--- src/rtl/apb_pkg.sv ---
// Shared types for the APB master bridge.
// FSM states, slave-index width and response bundle.
package apb_pkg;

  localparam int SEL_W  = 4;
  localparam int RSP_DW = 32;

  typedef enum logic [1:0] {
    IDLE,
    SETUP,
    ACCESS,
    DECERR
  } apb_state_e;

  typedef struct packed {
    logic [RSP_DW-1:0] rdata;
    logic              err;
  } apb_rsp_t;

endpackage

--- src/rtl/apb_addr_decode.sv ---
// Slave address decoder for the APB master bridge.
// Maps the 4-bit index field to a one-hot select.
module apb_addr_decode
  import apb_pkg::*;
#(
  parameter int NUM_SLV = 3,
  parameter int SEL_LSB = 8,
  parameter int ADDR_W  = 12
) (
  input  logic [ADDR_W-1:0]  addr,
  output logic [NUM_SLV-1:0] sel,
  output logic               dec_err
);

  logic [SEL_W-1:0] idx;
  logic             unused_addr;

  assign idx         = addr[SEL_LSB +: SEL_W];
  assign unused_addr = ^addr;

  // Extra bit keeps NUM_SLV=16 from wrapping.
  assign dec_err =
    {1'b0, idx} >= (SEL_W+1)'(NUM_SLV);

  // One select line per implemented slave.
  always_comb begin
    sel = '0;
    for (int i = 0; i < NUM_SLV; i++)
      sel[i] = (idx == SEL_W'(i));
  end

endmodule

--- src/rtl/apb_master_nslv.sv ---
// APB3/APB4 master bridge from the LSU to N slaves.
// One request in flight, back-to-back capable.
module apb_master_nslv
  import apb_pkg::*;
#(
  parameter int ADDR_W  = 12,
  parameter int DATA_W  = 32,
  parameter int NUM_SLV = 3,
  parameter int SEL_LSB = 8,
  parameter int TIMEOUT = 16
) (
  input  logic                      pclk,
  input  logic                      preset,
  input  logic                      req_valid,
  output logic                      req_ready,
  input  logic                      req_write,
  input  logic [ADDR_W-1:0]         req_addr,
  input  logic [DATA_W-1:0]         req_wdata,
  input  logic [DATA_W/8-1:0]       req_strb,
  output logic                      rsp_valid,
  output logic [DATA_W-1:0]         rsp_rdata,
  output logic                      rsp_err,
  output logic [NUM_SLV-1:0]        psel,
  output logic                      penable,
  output logic                      pwrite,
  output logic [ADDR_W-1:0]         paddr,
  output logic [DATA_W-1:0]         pwdata,
  output logic [DATA_W/8-1:0]       pstrb,
  input  logic [NUM_SLV-1:0]        pready,
  input  logic [NUM_SLV-1:0]        pslverr,
  input  logic [NUM_SLV*DATA_W-1:0] prdata
);

  localparam int CNT_W =
    (TIMEOUT > 1) ? $clog2(TIMEOUT) : 1;

  apb_state_e         state;
  logic [CNT_W-1:0]   cnt;
  logic [NUM_SLV-1:0] dec_sel;
  logic               dec_err;
  logic               rdy_sel;
  logic               err_sel;
  logic               to_hit;
  logic               done;
  logic               accept;
  logic [DATA_W-1:0]  rdata_sel;

  apb_addr_decode #(
    .NUM_SLV (NUM_SLV),
    .SEL_LSB (SEL_LSB),
    .ADDR_W  (ADDR_W)
  ) u_dec (
    .addr    (req_addr),
    .sel     (dec_sel),
    .dec_err (dec_err)
  );

  // psel stays one-hot through ACCESS, so it
  // doubles as the response mux select.
  assign rdy_sel = |(pready & psel);
  assign err_sel = |(pslverr & psel);

  // Read data from the currently selected slave.
  always_comb begin
    rdata_sel = '0;
    for (int i = 0; i < NUM_SLV; i++)
      if (psel[i])
        rdata_sel = rdata_sel
                  | prdata[i*DATA_W +: DATA_W];
  end

  if (TIMEOUT == 0) begin : g_no_to
    assign to_hit = 1'b0;
  end else begin : g_to
    // Last permitted ACCESS cycle.
    assign to_hit = (cnt == CNT_W'(TIMEOUT-1));
  end

  assign done = (state == ACCESS)
              && (rdy_sel || to_hit);
  assign req_ready = (state == IDLE) || done;
  assign accept    = req_valid && req_ready;

  // FSM, APB outputs, timeout counter, response.
  always_ff @(posedge pclk or posedge preset) begin
    if (preset) begin
      state     <= IDLE;
      cnt       <= '0;
      psel      <= '0;
      penable   <= 1'b0;
      pwrite    <= 1'b0;
      paddr     <= '0;
      pwdata    <= '0;
      pstrb     <= '0;
      rsp_valid <= 1'b0;
      rsp_rdata <= '0;
      rsp_err   <= 1'b0;
    end else begin
      rsp_valid <= 1'b0;
      unique case (state)
        IDLE: ;
        SETUP: begin
          penable <= 1'b1;
          cnt     <= '0;
          state   <= ACCESS;
        end
        ACCESS: begin
          if (done) begin
            rsp_valid <= 1'b1;
            rsp_err   <= rdy_sel ? err_sel : 1'b1;
            rsp_rdata <=
              (rdy_sel && !err_sel && !pwrite)
              ? rdata_sel : '0;
            psel      <= '0;
            penable   <= 1'b0;
            state     <= IDLE;
          end else begin
            cnt <= cnt + CNT_W'(1);
          end
        end
        DECERR: begin
          rsp_valid <= 1'b1;
          rsp_err   <= 1'b1;
          rsp_rdata <= '0;
          state     <= IDLE;
        end
        default: state <= IDLE;
      endcase
      // A new request overrides the IDLE
      // fall-through of a completing transfer.
      if (accept) begin
        pwrite  <= req_write;
        paddr   <= req_addr;
        pwdata  <= req_wdata;
        pstrb   <= req_write ? req_strb : '0;
        penable <= 1'b0;
        psel    <= dec_err ? '0 : dec_sel;
        state   <= dec_err ? DECERR : SETUP;
      end
    end
  end

endmodule
--- config.mk ---
export PLATFORM = sky130hd
export DESIGN_NAME = apb_master_nslv
export DESIGN_NICKNAME = d
export VERILOG_FILES = /design/src/rtl/apb_pkg.sv /design/src/rtl/apb_addr_decode.sv /design/src/rtl/apb_master_nslv.sv
export SDC_FILE = /design/constraint.sdc
export NUM_CORES = 1
export LEC_CHECK = 0
export ABC_AREA = 0
export CAP_MARGIN = 25
export CORE_MARGIN = 8
export CORE_UTILIZATION = 41
export CTS_BUF_LIST = sky130_fd_sc_hd__clkbuf_16
export CTS_CLUSTER_SIZE = 28
export DETAILED_ROUTE_END_ITERATION = 6
export GPL_TIMING_DRIVEN = 1
export PLACE_DENSITY_LB_ADDON = 0.08
export SLEW_MARGIN = 40
export SYNTH_ARGS = -nofsm -noshare
export SYNTH_HDL_FRONTEND = slang
export SYNTH_HIERARCHICAL = 1
export SYNTH_SLANG_ARGS = --single-unit
--- constraint.sdc ---
create_clock -name pclk -period 7 [get_ports pclk]
set_input_delay 1.4 -clock pclk [delete_from_list [all_inputs] [get_ports pclk]]
set_output_delay 1.4 -clock pclk [all_outputs]
set_load 0.03 [all_outputs]
# [Word level (Yosys, flattened, before mapping)]
# Index checks and enable logic that the tools add are counted.
[totals] reg_bits=93 elab_cells=74 out_inout_bits=88 inputBits=154
[op_classes] eq_ne=9 bitwise_logic=4 mux=25 order_cmp=1 reduce_logical=23 add_sub_neg=1
[op_table] cell="2-to-1 mux 32 bit" n=5
[op_table] cell="OR 32 bit" n=2
[op_table] cell="one-hot mux 32 bit (2 select lines)" n=1
[op_table] cell="2-to-1 mux 3 bit" n=4
[op_table] cell="AND reduction 2 bit" n=5
[op_table] cell="2-to-1 mux 4 bit" n=2
[op_table] cell="one-hot mux 4 bit (2 select lines)" n=1
[op_table] cell="nonzero test 2 bit" n=4
[op_table] cell="bitwise AND 3 bit" n=2
[op_table] cell="2-to-1 mux 2 bit" n=3
[op_table] cell="one-hot mux 1 bit (2 select lines)" n=3
[op_table] cell="one-hot mux 2 bit (3 select lines)" n=1
[op_table] cell="OR reduction 3 bit" n=2
[op_table] cell="2-to-1 mux 1 bit" n=5
[op_table] cell="adder 4 x 1 -> 4 bit (second input constant)" n=1
[op_table] cell="equality test 2 bit (second input constant)" n=2
[op_table] cell="equality test 4 x 1 -> 1 bit (second input constant)" n=1
[op_table] cell="equality test 4 x 2 -> 1 bit (second input constant)" n=1
[op_table] cell="equality test 4 bit (second input constant)" n=1
[op_table] cell=">= comparator 4 x 2 -> 1 bit (second input constant)" n=1
[op_table] cell="logical AND 1 bit" n=4
[op_table] cell="logical NOT 4 bit" n=1
[op_table] cell="!= test 2 bit (second input constant)" n=2
[op_table] cell="nonzero test 4 bit" n=1
[op_table] cell="6 further kinds" n=8

# [Longest topological paths before layout]
# Gate-level depths: netlist (run 1).
[logic_depth] word_depth=8 ltp_mapped=7 depth_no_buf=5

# [Hierarchy]
# Netlist (run 1), hierarchy kept.
[modules_own_cells] module="apb_master_nslv" instances=1 cells_per_inst=296 seq_area_each_um2=2327.2 area_each_um2=4207.8
[modules_own_cells] module="apb_addr_decode" instances=1 cells_per_inst=4 seq_area_each_um2=0.0 area_each_um2=33.8

# [Worst setup path before layout (run 1)]
# No wires, ideal clock.
[synth_timing] kind="in2out" start="in pready[1]" end="out req_ready" path_buffers=1 t_arrival_ps=2285 cell_stages=3 path_slack_ps=3315 required_ps=5600 cell_sequence="a222oi_1 buf_4 a31oi_1"
[synth_between] elab_chain_len=5
[synth_lines] item="start: declaration" line_no="apb_master_nslv.sv:29" text="input logic [NUM_SLV-1:0] pready,"
[synth_lines] item="bitwise AND 3 bit" line_no="apb_master_nslv.sv:60" text="assign rdy_sel = |(pready & psel);"
[synth_lines] item="OR reduction 3 bit" line_no="apb_master_nslv.sv:60"
[synth_lines] item="logical OR 1 bit" line_no="apb_master_nslv.sv:80" text="&& (rdy_sel || to_hit);"
[synth_lines] item="logical AND 1 bit" line_no="apb_master_nslv.sv:80"
[synth_lines] item="logical OR 1 bit" line_no="apb_master_nslv.sv:81" text="assign req_ready = (state == IDLE) || done;"
[synth_lines] item="end: declaration" line_no="apb_master_nslv.sv:15" text="output logic req_ready,"
# Every way passes these cells.

# [Worst setup path in the final report (run 1)]
# Same ends and word-level chain as after synthesis.

==> summary by stage, run 1 <==
Logic synthesis
The share of the Yosys chip area taken by registers is 54.9%. The cell taking the most area after synthesis is dfrtp_1. The mapped netlist covers 4240 um^2.

The number of enable flip-flop cells after synthesis is 0. For this run, asynchronously set or reset flops after synthesis account for 100%. In the synthesized netlist the dominant register cell turns out to be dfrtp_1. In this run the mean area of a mapped cell was 14.1 um^2. After synthesis, the netlist uses 43 different library cells. By area the synthesized netlist is led by dfrtp_1 (55%), mux2_2 (13%), a222oi_1 (8.0%). The flop and latch count out of synthesis is 93. The number of nets in the synthesized netlist is 455.

In the synthesized netlist, the number of instances is 300. After synthesis, the largest area contributor takes up 54.9% of total cell area. For this run, the number of Yosys warnings is 6.

Clocking
TritonCTS built the clock tree. The clock passes through at most 2 buffers. The number of setup buffers added after CTS is 0.

The master cell of the clock root buffer is clkbuf_16. The count of cells resized by post-cts repair is 0. The CTS sink count is 93. The clock insertion delay at the later pin of the skew report is 0.33 ns.

Clock-pin slew was measured on the worst setup and hold paths at 0.06 ns. The H-tree was split into 3 levels. The hold-fix buffer count after cts is 0. The number of clock buffers added by TritonCTS is 9.

Detailed routing
The DRC violations left is 0. The routed via count is 3,597. The initial detailed-routing violation count is 259. The post-detailed-route wirelength per cell is 20.8 um. The number of iterations in the first detailed-routing pass is 5. The via density per instance is 5.35.

The total length of routed wires is 14,000 um. The detail route stage leaves a number of antenna-violating nets equal to 0.

Setup path
The highest net fanout along the worst path is 18. The worst endpoint data arrival time is 3.20 ns. Walking the worst path, the cells encountered are clkdlybuf4s50_1 > a222oi_1 > buf_4 > a31oi_1 > clkdlybuf4s50_1. The category of the most critical setup path is in2out.

The critical path launch point type is an input port. In this design, the largest share of critical-path delay is due to buffers and inverters. Among all stages on the critical path, the largest delay is contributed by clkdlybuf4s50_1. The required time at the worst-slack endpoint is 5.60 ns.

STA classifies the critical path endpoint as a primary output. The number of buffers and inverters on the critical path is 3. For this run, the slowest stage of the critical path takes 0.65 ns. Counting stages on the worst path, the most repeated cell is clkdlybuf4s50_1.

Timing
The number of pins with negative max-slew slack in the final report was 0. In this run the tightest slew margin relative to its limit is 52.5%. The number of hold violations in the final report is 0. Setup violations remaining at the end of the flow were counted as 0. The final critical delay including setup and external delays is 4.60 ns. The final clock skew is 0.00784 ns. The sum of negative setup slack is 0 ns. For this run, the top clock speed supported by timing is 0.217 GHz.

Setup repair after global routing left no endpoint under its margin. At the pin with the least slew margin, the transition time is 0.712 ns. The share of the clock period used by the worst path is 65.7%.

Place
The number of placed instances, taps included is 656. The count of buffers added on input and output ports is 241. The half-perimeter wire length of the detailed placement result is 10,700 um.

The final weighted congestion in routability-driven placement is 0.827.

Finish
The relative area change from synthesis to final layout is 66.1%. The area used by multi-input combinational logic is 1710 um^2. The register area is 2330 um^2. The fill cell total of the finished layout is 748. The fraction of layout instances using a drive strength above 1 is 17.7%. The count of non-filler cells in the finished layout is 672. The net count of the finished layout is 686. The total inserted antenna cells is 0.

Floorplan
The die area is 13,900 um^2. The initial utilization of the core area, before any placement, comes to 41.6%. The I/O pin total is 242. The die height is 118 um. The placeable core region is 10,200 um^2.

The overall die width is 118 um. The initialized floorplan defines 37 standard-cell rows.

GRT
The wire length of the first global-routing pass is 21,900 um. The via count of the first global-routing pass came to 3,922. Global routing consumed, over all layers together, 19.7% of the routing resources.

The number of antenna violations at the first check in global routing was 0. The maximum number of pins on one net before global-route repair is 66. The total grt overflow is 0.

Job
Across the run, the number of max-cap violations was 0.

Min path
The worst hold path belongs to the class reg2reg.

Power and ir drop
The total power per unit cell area is 351 nW/um^2. Summed over all cells, the static leakage comes to 0.00277 uW. VDD sags by at most 0.255 mV.

Run status
The run finished with clean final reports.
## cells in the mapped netlist (2+ instances only)
cell type	number
mux2i_1	4
a31oi_1	4
a222oi_1	34
clkbuf_1	14
mux2_2	50
a221o_1	2
nand3_1	2
buf_4	2
dfrtp_1	93
and3_1	4
nor4b_1	7
a21oi_1	2
nand2_1	6
a21o_1	2
inv_1	9
a32o_1	3
buf_2	6
buf_6	3
buf_1	2
a22oi_1	2
nor2_1	3
o2bb2ai_2	19
o2bb2ai_1	7
## per-stage QoR
stage          power, uW  hold WS, ns  worst slack, ns  util [%]  instance area [um^2]
4_1_cts             2500        0.494             2.41      69.1                  7040
5_1_grt             2600        0.504             2.33      69.2                  7040
3_3_place_gp        1960        0.471             2.43      66.0                  6720
6_report            2470        0.490             2.40      69.2                  7040
3_5_place_dp        1980        0.480             2.40      66.0                  6720
2_1_floorplan       1470        0.514             3.18         -                  4240
## metal layers
layer	up-vias	part of all wire (%)	wire length, um	track usage (%)
met2	179	48	6680	33.9
li1	1665	-	-	-
met4	0	2.2	310	6.81
met1	1732	39	5490	20.8
met3	21	11	1530	9.21
met5	-	0	0	0
## registers in the layout, summed over array words and instances, names as in the netlist
register,flops
psel,3
pwrite,1
paddr,12
state,2
rsp_valid,1
rsp_rdata,32
cnt,4
penable,1
pwdata,32
rsp_err,1
pstrb,4
## report_power, final
group | total [uW] | internal (uW) | leakage, uW | switching [uW]
registers | 821 | 708 | 0.00118 | 113
clock network | 508 | 311 | 0.000150 | 197
logic | 1140 | 540 | 0.00144 | 604
## cell families (layout without fill, tap and decap cells)
| family | count (synthesis) | in the layout | share of synthesized area [%] |
|---|---|---|---|
| DFF | 93 | 93 | 54.9 |
| AOI/OAI and AO/OA | 84 | 84 | 21.3 |
| muxes | 54 | 54 | 14.2 |
| buffers and inverters | 39 | 275 | 4.98 |
| and+or+nand+nor | 29 | 29 | 4.34 |
| adders and majority gates | 1 | 1 | 0.295 |
## placed cells by master, fill, tap and decap left out, drive strengths merged, types with 2 or more instances in the layout
cell	Yosys	routed
a21o	2	2
a21oi	2	2
a221o	2	2
a222oi	34	34
a22oi	2	2
a311oi	2	2
a31oi	4	4
a32o	3	3
and3	4	4
buf	15	8
bufinv	0	2
clkbuf	14	9
clkdlybuf4s50	0	241
clkinv	1	3
clkinvlp	0	2
dfrtp	93	93
inv	9	10
mux2	50	50
mux2i	4	4
nand2	6	6
nand3	2	2
nor2	3	3
nor4b	7	7
o2bb2ai	27	27
## layout make-up
class                           count  area share, %
Sequential cell                    93           33.0
Clock inverter                      7           1.30
Multi-Input combinational cell    168           24.3
Clock buffer                        9           3.20
Inverter                           10          0.568
Tap cell                          136           2.42
Timing Repair Buffer              249           35.2
## final timing paths
check | from | end | slack, ns | cells after the start
min in group asynchronous | preset | pwdata[2]$_DFFE_PP0P_ | 1.40 | 2
hold / removal | rsp_rdata[22]$_DFFE_PP0P_ | rsp_rdata[22]$_DFFE_PP0P_ | 0.49 | 1
max in group asynchronous | preset | rsp_rdata[29]$_DFFE_PP0P_ | 4.71 | 3
setup / recovery | pready[1] | req_ready | 2.40 | 5
hold reg to reg | rsp_rdata[22]$_DFFE_PP0P_ | rsp_rdata[22]$_DFFE_PP0P_ | 0.49 | 1
setup reg to reg | psel[1]$_DFFE_PP0P_ | rsp_rdata[29]$_DFFE_PP0P_ | 4.55 | 5
Note: power is estimated with default switching activity, not from simulation.
==> inputs of run 2 (changes only) <==
--- a/config.mk
+++ b/config.mk
@@ -8,7 +8,7 @@
 export ABC_AREA = 0
 export CAP_MARGIN = 25
 export CORE_MARGIN = 8
-export CORE_UTILIZATION = 41
+export CORE_UTILIZATION = 35
 export CTS_BUF_LIST = sky130_fd_sc_hd__clkbuf_16
 export CTS_CLUSTER_SIZE = 28
 export DETAILED_ROUTE_END_ITERATION = 6
==> constraint.sdc (replaced) <==
create_clock -name pclk -period 3.8 [get_ports pclk]
set_input_delay 0.76 -clock pclk [delete_from_list [all_inputs] [get_ports pclk]]
set_output_delay 0.76 -clock pclk [all_outputs]
set_load 0.03 [all_outputs]
==> summary by stage, run 2 (synthesis results as in run 1) <==
Run status
The run finished with clean final reports.

Clocking
The register clock-pin slew on the reported worst setup and hold paths was 0.06 ns (about the same). TritonCTS built the clock tree. The maximum clock path buffer count was 2 (unchanged).

The total number of H-tree levels is 3 (unchanged). The hold-fix buffer count after cts is 0 (unchanged). The CTS sink count came to 93 (unchanged). The tree is rooted in a clkbuf_16. The clock insertion delay at the later pin of the skew report is 0.34 ns (about the same). The number of buffers added by the clock tree synthesis step is 9 (unchanged). The count of cells resized by post-cts repair is 0 (unchanged). The number of setup buffers added after CTS was 0 (unchanged).

Place
The half-perimeter wire length of the detailed placement result is 10,900 um (+1.8%). The post-place instance area is 6760 um^2 (+0.50%). The final weighted congestion in routability-driven placement is 0.840 (+1.6%). The quantity of I/O buffers inserted on ports is 241 (unchanged).

Timing
The sum of negative setup slack was 0 ns (unchanged). The headroom to the max-slew limit came to 53.2% (+0.64 points). The setup violation total in the final timing report is 0 (unchanged). The number of hold violations in the final report is 0 (unchanged).

Static timing analysis puts the maximum clock frequency at 0.313 GHz. The transition time at the pin with the least slew margin is 0.703 ns (-0.00958 ns). The final critical delay including setup and external delays is 3.19 ns.

The share of the clock period used by the worst path is 83.9%. The number of pins with negative max-slew slack in the final report is 0 (unchanged). The worst hold slack was 0.491 ns (+0.00145 ns). Setup repair after global routing left no endpoint under its margin. The final clock skew is 0.00597 ns (-0.00186 ns).

Floorplan
The die area is 15,900 um^2 (+15%). The overall die width came to 126 um (+7.1%). The cell row count was 40 (+8.1%). The die height is 126 um (+7.1%). The effective utilization at floorplan is 35.6% (-6.0 points). The placeable core region is 11,900 um^2 (+17%). The I/O pin total is 242 (unchanged).

Finish
In the final layout, the registers with the most flip-flops are pwdata x32, rsp_rdata x32, paddr x12. The register area is 2330 um^2 (unchanged). The post-route core utilization came to 59.2% (-9.9 points).

In the layout the commonest cells are clkdlybuf4s50_1 (241), dfrtp_1 (93), mux2_2 (50). The fraction of layout instances using a drive strength above 1 was 18.2% (+0.53 points). The relative area change from synthesis to final layout is 66.4%. The most common library cell in the layout ignoring fill and taps is clkdlybuf4s50_1. The summed area of non-filler cells in the final layout is 7060 um^2 (+0.18%). The final net count is 687 (+0.15%). The total inserted antenna cells was 0 (unchanged). The fill cell total of the finished layout came to 996 (+33%). The area used by multi-input combinational logic came to 1710 um^2 (unchanged).

Power and ir drop
The leakage power of the design came to 0.00276 uW (-0.28%). The maximum ir drop on the vdd rail is 0.460 mV (+80%). The total power per unit cell area was 641 nW/um^2 (+82%).

Setup path
The destination of the worst register-to-register timing path is rsp_rdata[19]$_DFFE_PP0P_. The worst setup slack for register-to-register paths is 1.35 ns (-3.20 ns). The highest net fanout along the worst path is 3 (-15). The beginning of the critical path is pready[1]. The critical path launch point type is an input port. The nature of the critical path endpoint is a primary output. The required time at the worst-slack endpoint came to 3.04 ns (-2.56 ns). The category of the most critical setup path is in2out. The startpoint identified for the worst register-to-register timing path is psel[1]$_DFFE_PP0P_. The worst endpoint data arrival time is 2.43 ns (-0.77 ns). The depth of the worst register-to-register path came to 5 (unchanged).

GRT
The number of antenna violations at the first check in global routing was 0 (unchanged). The maximum number of pins on one net before global-route repair is 51 (-23%). The total routing usage reported by global routing is 17.7% (-2.0 points). The total grt overflow is 0 (unchanged). The via count of the first global-routing pass is 4,026 (+2.7%). The wire length of the first global-routing pass is 22,400 um (+2.1%).

Min path
In this run the most critical hold path is launched from rsp_rdata[29]$_DFFE_PP0P_. The worst hold path cell count is 1 (unchanged). The class of the worst hold path is reg2reg. For hold timing, the worst endpoint is rsp_rdata[29]$_DFFE_PP0P_.

Detailed routing
The met2 wire length came to 6680 um (about the same). The met1 wire length is 5930 um (+8.1%). The number of iterations in the first detailed-routing pass was 7 (+2). The total length of routed wires came to 14,400 um (+2.9%).

The via density per instance is 5.35 (about the same). The number of antenna-violating nets in the routed design is 0 (unchanged). The met3 routed wirelength is 1660 um (+9.0%).

The post-detailed-route wirelength per cell is 21.1 um (+1.1%). The routed via count is 3,659 (+1.7%). The initial detailed-routing violation count was 229 (-12%). The DRC violations left is 0 (unchanged). After detailed routing, no signal wire sits above met4.

Job
The count of maximum capacitance violations came to 0 (unchanged).
run 2: cell types whose count changed in the layout (fill, tap and decap cells not counted), sizes merged:
cell,delta
clkinv,-1
clkinvlp,+2
buf,+1
bufinv,-1
run 2: how the worst max path moves through the flow:
| stage | to | slack [ns] |
|---|---|---|
| final | req_ready | 0.61 |
| after global routing | req_ready | 0.47 |
| after CTS | req_ready | 0.59 |
| after detailed placement | req_ready | 0.61 |
| after global placement | req_ready | 0.60 |
| after floorplan | cnt[0]$_DFFE_PP0P_ | 0.62 |
run 2: area by class of cell:
type	count	share of cell area, %
Clock buffer	9	3.19
Clock inverter	7	1.05
Inverter	10	0.567
Multi-Input combinational cell	168	24.3
Sequential cell	93	33.0
Tap cell	147	2.61
Timing Repair Buffer	250	35.3
run 2: metrics by stage:
step / setup slack [ns] / cells / power (uW)
2_1_floorplan: 0.620 / 300 / 2720
3_3_place_gp: 0.598 / 668 / 3620
3_5_place_dp: 0.606 / 668 / 3660
4_1_cts: 0.591 / 684 / 4580
5_1_grt: 0.470 / 684 / 4760
6_report: 0.610 / 684 / 4520
run 2: power breakdown:
group          leakage (uW)  switching (uW)  internal (uW)
Sequential          0.00118             202           1300
Combinational       0.00145            1110            999
Clock              0.000134             392            511
run 2: critical path, cell delays in order:
cell and delay [ns]:
clkdlybuf4s50_1 0.40, a222oi_1 0.43, a31oi_1 0.20, clkdlybuf4s50_1 0.65
run 2: routing by layer:
| layer | up-vias | track usage, % |
|---|---|---|
| met4 | 0 | 4.67 |
| met1 | 1793 | 20.5 |
| li1 | 1669 | - |
| met3 | 9 | 8.82 |
| met5 | - | 0 |
| met2 | 188 | 28.4 |
